[src/rtl/dmem_pkg.sv]
// Shared encodings for the MEM-stage data responder.
// Latency: n/a (types and constants only).
// Backpressure: n/a.
package dmem_pkg;

    // Access size encodings; 2'b11 is handled as a byte access.
    localparam logic [1:0] SZ_WORD = 2'b00;
    localparam logic [1:0] SZ_HALF = 2'b01;
    localparam logic [1:0] SZ_BYTE = 2'b10;

    // Wait-state counter width, enough for 0..15 wait states.
    localparam int CNT_W = 4;

    typedef enum logic [1:0] {
        IDLE = 2'b00,
        WAIT = 2'b01,
        RESP = 2'b10
    } state_t;

endpackage

[src/rtl/dmem_lane_align.sv]
// Byte-lane merge for stores and right-justified lane extraction for loads.
// Latency: combinational.
// Backpressure: none.
module dmem_lane_align
    import dmem_pkg::*;
(
    input  logic [31:0] old_word,
    input  logic [31:0] wdata,
    input  logic [1:0]  size,
    input  logic [1:0]  addr_lo,
    output logic [31:0] st_word,
    output logic [31:0] ld_val
);

    logic [4:0] byte_ofs;

    // Low address bits are forced to the natural alignment of the access.
    assign byte_ofs = {addr_lo, 3'b000};

    // Select the lanes touched by the access; untouched lanes keep old data.
    always_comb begin
        st_word = old_word;
        ld_val  = 32'h0;
        case (size)
            SZ_WORD: begin
                st_word = wdata;
                ld_val  = old_word;
            end
            SZ_HALF: begin
                if (addr_lo[1]) begin
                    st_word[31:16] = wdata[15:0];
                    ld_val         = {16'h0, old_word[31:16]};
                end else begin
                    st_word[15:0]  = wdata[15:0];
                    ld_val         = {16'h0, old_word[15:0]};
                end
            end
            default: begin
                st_word[byte_ofs +: 8] = wdata[7:0];
                ld_val                 = {24'h0, old_word[byte_ofs +: 8]};
            end
        endcase
    end

endmodule

[src/rtl/dmem_responder.sv]
// MEM-stage data memory responder; optional misalignment trap under DMEM_ALIGN_CHECK_EN.
// Latency: Done/ReadData registered WAIT_STATES+1 edges after the capture edge.
// Backpressure: Stall held with a pending request until the response cycle.
module dmem_responder
    import dmem_pkg::*;
#(
    parameter int DEPTH_WORDS = 128,
    parameter int WAIT_STATES = 2
) (
    input  logic        Clk,
    input  logic        Reset,
    input  logic        MemRead,
    input  logic        MemWrite,
    input  logic [1:0]  Size,
    input  logic [31:0] Address,
    input  logic [31:0] WriteData,
    output logic [31:0] ReadData,
    output logic        Stall,
    output logic        Done,
    output logic        Err
);

    localparam int IDX_W = $clog2(DEPTH_WORDS);

    state_t           state, state_d;
    logic [CNT_W-1:0] cnt, cnt_d;
    logic             capture;
    logic             request;

    logic             op_wr;
    logic [1:0]       size_q;
    logic [IDX_W+1:0] addr_q;
    logic [31:0]      wdata_q;

    logic [31:0]      mem [DEPTH_WORDS];
    logic [IDX_W-1:0] idx;
    logic [31:0]      old_word;
    logic [31:0]      st_word;
    logic [31:0]      ld_val;
    logic             misaligned;
    logic             unused_addr_hi;

    // Upper address bits alias onto the array.
    assign unused_addr_hi = ^Address[31:IDX_W+2];

    assign request  = MemRead | MemWrite;
    assign Stall    = request & (state != RESP);
    assign idx      = addr_q[IDX_W+1:2];
    assign old_word = mem[idx];

`ifdef DMEM_ALIGN_CHECK_EN
    assign misaligned = ((size_q == SZ_HALF) && addr_q[0]) ||
                        ((size_q == SZ_WORD) && (addr_q[1:0] != 2'b00));
`else
    assign misaligned = 1'b0;
`endif

    dmem_lane_align u_lane_align (
        .old_word (old_word),
        .wdata    (wdata_q),
        .size     (size_q),
        .addr_lo  (addr_q[1:0]),
        .st_word  (st_word),
        .ld_val   (ld_val)
    );

    // State and wait-state counter registers.
    always_ff @(posedge Clk or negedge Reset) begin
        if (!Reset) begin
            state <= IDLE;
            cnt   <= '0;
        end else begin
            state <= state_d;
            cnt   <= cnt_d;
        end
    end

    // Next state: capture in IDLE, count down in WAIT, single RESP cycle.
    always_comb begin
        state_d = state;
        cnt_d   = cnt;
        capture = 1'b0;
        case (state)
            IDLE: begin
                if (request) begin
                    capture = 1'b1;
                    cnt_d   = CNT_W'(WAIT_STATES);
                    state_d = (WAIT_STATES > 0) ? WAIT : RESP;
                end
            end
            WAIT: begin
                if (!request) begin
                    state_d = IDLE;
                end else begin
                    cnt_d = cnt - CNT_W'(1);
                    if (cnt == CNT_W'(1)) begin
                        state_d = RESP;
                    end
                end
            end
            RESP:    state_d = IDLE;
            default: state_d = IDLE;
        endcase
    end

    // Latch the request at capture; a write wins when both strobes are high.
    always_ff @(posedge Clk or negedge Reset) begin
        if (!Reset) begin
            op_wr   <= 1'b0;
            size_q  <= SZ_WORD;
            addr_q  <= '0;
            wdata_q <= '0;
        end else if (capture) begin
            op_wr   <= MemWrite;
            size_q  <= Size;
            addr_q  <= Address[IDX_W+1:0];
            wdata_q <= WriteData;
        end
    end

    // Response registers; ReadData holds between completions.
    always_ff @(posedge Clk or negedge Reset) begin
        if (!Reset) begin
            ReadData <= '0;
            Done     <= 1'b0;
            Err      <= 1'b0;
        end else begin
            Done <= (state == RESP);
            Err  <= (state == RESP) & misaligned;
            if (state == RESP) begin
                ReadData <= (op_wr || misaligned) ? 32'h0 : ld_val;
            end
        end
    end

    // Array update happens only on the RESP edge; contents survive reset.
    always_ff @(posedge Clk) begin
        if ((state == RESP) && op_wr && !misaligned) begin
            mem[idx] <= st_word;
        end
    end

endmodule
[config.mk]
export PLATFORM = sky130hd
export DESIGN_NAME = dmem_responder
export DESIGN_NICKNAME = d
export VERILOG_FILES = /design/src/rtl/dmem_pkg.sv /design/src/rtl/dmem_lane_align.sv /design/src/rtl/dmem_responder.sv
export SDC_FILE = /design/constraint.sdc
export NUM_CORES = 2
export LEC_CHECK = 0
export BUFFER_PORTS_ARGS = -buffer_cell sky130_fd_sc_hd__buf_2
export CAP_MARGIN = 10
export CORE_MARGIN = 4
export CORE_UTILIZATION = 43
export DETAILED_ROUTE_END_ITERATION = 6
export SLEW_MARGIN = 20
export SYNTH_ARGS = -nofsm -noshare
export SYNTH_HDL_FRONTEND = slang
export SYNTH_SLANG_ARGS = --single-unit
[constraint.sdc]
create_clock -name Clk -period 10.35 [get_ports Clk]
set_input_delay 1.5525 -clock Clk [delete_from_list [all_inputs] [get_ports Clk]]
set_output_delay 1.5525 -clock Clk [all_outputs]
set_load 0.005 [all_outputs]
# After elaboration in Yosys (flattened, before gate mapping)
# Memories as Yosys holds them, arrays and structs flattened.
# Index checks and enable logic that the tools add are counted.
totals:
  register_bits: 83
  latchBits: 0
  ramBits: 4096
  rom_bits: 0
  in_bits: 70
  output_inout_bits: 35
  wordCells: 48
  mem_count: 1
memory_table:
  columns: ["memory", "words", "width", "read_ports", "rd_ports_with_merged_regs", "wr", "line_no", "rtl"]
  rows:
  - ["mem", 128, 32, 1, 0, 1, "dmem_responder.sv:35", "logic [31:0] mem [DEPTH_WORDS];"]
op_classes:
  add_sub_neg: 2
  mul: 0
  div: 0
  order_cmp: 0
  n_eq_ne: 8
  shift: 3
  muxes: 18
  bitwise: 2
  reduce_logical: 6
op_table:
  columns: ["operator", "count"]
  rows:
  - ["$pmux W32 S2", 2]
  - ["$mux W16", 3]
  - ["$bwmux W32", 1]
  - ["$mux W32", 1]
  - ["$shift A8 B7 Y32 const A", 1]
  - ["$shiftx A32 B6 Y8", 1]
  - ["$shiftx A8 B7 Y32", 1]
  - ["$mux W4", 2]
  - ["$pmux W4 S2", 1]
  - ["$neg A5 Y7", 1]
  - ["$mux W2", 3]
  - ["$ne A2 B2 Y1 const B", 3]
  - ["$eq A2 B1 Y1 const B", 2]
  - ["$eq A4 B1 Y1 const B", 1]
  - ["$logic_not A2 Y1", 2]
  - ["$mux W1", 4]
  - ["$pmux W2 S2", 1]
  - ["$sub A4 B1 Y4 const B", 1]
  - ["$ne A3 B3 Y1 const B", 1]
  - ["$reduce_and A3 Y1", 1]
  - ["$eq A2 B2 Y1 const B", 1]
  - ["$reduce_and A2 Y1", 1]
  - ["$reduce_bool A2 Y1", 1]
  - ["$and A1 B1 Y1", 1]
  - ["other kinds (2)", 2]

# Longest topological paths before layout
depth:
  word_depth: 4
  ltp_mapped: 15
  depth_no_buf: 8

# Modules after synthesis
# A second synthesis with hierarchy kept.
hier_totals:
  cells_unflattened: 9575
  area_unflattened_um2: 162395.8
by_module_without_submodules:
  columns: ["module", "n_inst", "cells_per_inst", "area_each_um2", "seq_area_each_um2"]
  rows:
  - ["dmem_responder", 1, 9313, 160686.6, 125075.0]
  - ["dmem_lane_align", 1, 262, 1709.1, 0.0]

# Least setup slack after synthesis
# Ideal clock, no wire load.
synth_timing:
  path_kind: "register to register"
  startpoint: "register addr_q[3]"
  endpoint: "memory mem[0][30], data pin"
  setup_ns: 1.263
  t_arrival_ns: 7.723
  required_time_ns: 9.087
  path_slack_ns: 1.363
  path_stages_with_launch: 14
  path_buffers: 7
  period_less_slack_ns: 8.987
  cell_sequence: "dfrtp_1 -> clkbuf_2 -> buf_4 -> buf_4 -> inv_2 -> buf_2 -> buf_2 -> buf_2 -> clkbuf_1 -> a211oi_1 -> a2111o_1 -> o211ai_1 -> nor2_1 -> a221oi_1"
synth_via:
  elab_chain_len: 3
  word_cells_on_any_way: 4
  cone_classes: "mux (3); memory (1)"
synth_rtl:
  columns: ["element", "line_no", "rtl"]
  rows:
  - ["start: declaration", "dmem_responder.sv:32", "logic [IDX_W+1:0] addr_q;"]
  - ["start signal: assignment", "dmem_responder.sv:116", "addr_q <= Address[IDX_W+1:0];"]
  - ["$mem_v2 Z128 W32 (*)", null, null]
  - ["$bwmux W32 or $mux W16 (tied branches)", "dmem_lane_align.sv:39, dmem_lane_align.sv:30", null]
  - ["$pmux W32 S2 (*)", "dmem_lane_align.sv:24", "case (size)"]
  - ["net st_word[30]", "dmem_responder.sv:38", "logic [31:0] st_word;"]
  - ["end: declaration", "dmem_responder.sv:35", null]
# The timed path passes the listed nets; every way through them passes the cells marked *.

# Worst setup path in the final report
layout_timing:
  startpoint: "register addr_q[4]"
  endpoint: "memory mem[13][13], data pin"
# Same word-level chain as after synthesis.

==> metrics.txt <==
R2R setup slack=3.03 ns; final hold vios=0; crit path max fanout=66; Max Freq=0.137 GHz; # IOs=105; EDFF count, synth=4096; Die W=623 um; Clock transition at path regs=0.07 ns; Gate Count Post-Synth=8509; CORE AREA=376000 um^2; Clk Latency, worst-skew pair=0.99 ns; worst endpoint required time=11.00 ns; wirelength, routed=543 mm; Final min period=7.32 ns; share of layout cells above drive strength 1=0.221; R2R Path End=mem[13][13]; ys flop type=edfxtp_1; register area share after synthesis=0.768; synth warn=0; Die ar.=389000 um^2; failing checks=design-rule violations; First-pass DRT Iterations=6; Final Setup Violations=0; post-synth top area share=0.755; number of buffers created by CTS=423; first-pass GRT wire length=740 mm; dominant cell type by area after synthesis=edfxtp_1; Data arrival, critical path=7.97 ns; RSZ-0062 raised after global routing=false; DR vias=93800; crit end category=flop; CTS tree=built; dpl hpwl=299 mm; post-layout util=0.491; cell area after synthesis=163000 um^2; # clock sinks=4179; RD Place Congestion=0.930; Final Net Count=8907; crit path cell chain=buf_4, nor2b_4, buf_4, a221oi_1, o221ai_1, o311ai_0, o2bb2ai_1, or2_2, o311a_1, a21oi_4, buf_4; Worst Reg-to-Reg Cells=11; DRC violations left=1; vias in the first global route=89500; largest net degree at the start of global routing=114; Max Slew Vio Count=0; startpoint type of the worst setup path=flop; status=finished with violations; Avg WL per Cell=38.3 um; Routed Antenna Nets=0; CTS Buffer Depth=4; number of vias per cell=6.61; Worst Skew=0.0586 ns; syn_nets=8586; site row count=225; P&R area growth vs syn=13.6%; measured slew at the worst slew-check pin=1.27 ns; asr flop ratio synth=0.0199; setup TNS=0 ns; Endpoint, Worst Hold=wdata_q[26]; port bufs=80; post-synth cell types=91; H-tree Lvls=5; Hold-fix buffers, CTS=0; Overflow after GRT=0; Mean Syn Cell Area=19.1 um^2; Die Ht=623 um; worst setup margin=3.03 ns; Worst path slowest cell=buf_4; max cap viols=0; Tot GR Track Use=0.272; most common cell type on the critical path=buf_4; launching point of the worst reg2reg path=addr_q[4]; critical hold path startpoint=wdata_q[26]; CTS resizes=0; initial antenna violation count=30; clk root buf=clkbuf_16; P per Cell Area=349 nW/um^2; worst slack at placement=3.36 ns; Starting Density=0.433; Pleak=0.0578 uW; largest stage delay on the critical path=0.81 ns; Worst slew margin=0.151; period utilisation layout=0.707; hold path cells=1; Hold WC Path Type=reg2reg; maximum VDD drop=0.547 mV; Iter 0 DRT Violations=14600; Post-CTS Setup Bufs=0; synth top area cells=edfxtp_1 (76%), mux4_2 (6.3%), mux2i_1 (2.7%), a221oi_1 (1.6%), mux2_2 (1.5%); CP Class=reg2reg; number of synthesized register bits=4179
## metal layers
| layer | vias up | global-route usage | wire (um) |
|---|---|---|---|
| li1 | 36400 | - | - |
| met1 | 49500 | 0.369 | 201000 |
| met2 | 6685 | 0.412 | 244000 |
| met3 | 1217 | 0.0732 | 69000 |
| met4 | 8 | 0.127 | 29800 |
| met5 | - | 0 | 54 |
## kinds of logic (layout without fill, tap and decap cells)
group / count (synthesis) / after routing / synth area share
DFF: 4179 / 4179 / 0.768
AOI/OAI and AO/OA: 1755 / 1755 / 0.0805
muxes: 1122 / 1122 / 0.106
and+or+nand+nor: 821 / 821 / 0.0240
buffers and inverters: 624 / 1297 / 0.0206
adders and majority gates: 7 / 7 / 0.000538
other: 1 / 25 / 0.0000230
## layout make-up
type,instances,area [um^2]
clock inverters,229,2190
well taps,4994,6250
diodes,24,60.1
multi-input cells,3706,36100
fillers,30200,191000
flip-flops and latches,4179,125000
repair buffers,490,3830
inverters,30,138
clock buffers,548,11300
## sequential cells by signal, summed over array words and instances (netlist names)
register and count:
state 2, op_wr 1, mem 4096, size_q 2
addr_q 9, ReadData 32, wdata_q 32, cnt 4
Done 1
## worst max-delay path, delay by kind of cell, from the launching register on
| kind | cells | cell delay [ns] |
|---|---|---|
| AOI/OAI and AO/OA | 6 | 2.61 |
| buffers and inverters | 3 | 2.01 |
| and+or+nand+nor | 2 | 1.27 |
| DFF | 1 | 0.80 |
## synth_stat cells, types with 75 or more instances
cell and instances:
a211oi_1 75, a21oi_1 223, a221oi_1 302, a22oi_1 258, buf_2 190, buf_4 113, clkbuf_1 198, dfrtp_1 83
edfxtp_1 4096, mux2_2 213, mux2i_1 444, mux4_2 458, nand2_1 225, nor2_1 273, o21ai_0 165, o221ai_1 131
o22ai_1 127
## per-stage QoR
step	cells	total power, uW	hold WS (ns)	area, um^2
after global routing	14200	66000	0.501	185000
after floorplan	8509	38900	0.473	163000
after CTS	14200	63900	0.460	185000
final	14200	64500	0.514	185000
after detailed placement	13400	49100	0.504	171000
after global placement	13400	48400	0.499	171000
## how the worst max path moves through the flow
| stage | start | end | cells past startpoint |
|---|---|---|---|
| after global routing | addr_q[4] | mem[14][13] | 11 |
| after floorplan | addr_q[3] | mem[0][30] | 13 |
| after CTS | addr_q[4] | mem[0][13] | 11 |
| final | addr_q[4] | mem[13][13] | 11 |
| after global placement | addr_q[4] | mem[26][13] | 11 |
| after detailed placement | addr_q[4] | mem[24][13] | 11 |
## cells in the final DEF, fill, tap and decap left out, drive strengths merged, types with 18 or more instances in the layout
master   instances
a22o            73
o31ai           18
nor3            56
nand2b          36
a221o           60
nand3           58
a211oi          75
dfrtp           83
mux2i          444
clkinv         179
nand2          225
bufinv          33
a31oi           51
diode           24
clkbuf         550
nor2b           20
nor4            20
a221oi         302
mux2           213
a21o            22
buf            488
o211ai          36
o221ai         131
a22oi          258
o22ai          127
inv             41
a21oi          223
nor2           274
mux4           465
edfxtp        4096
o2bb2ai         32
o21ai          165
## report_power, final
group	total, uW	switching, uW	internal [uW]
sequential	25500	388	25200
clock	15000	6450	8510
combinational	24000	18200	5800
No activity file was read; power rests on OpenSTA's default activity.
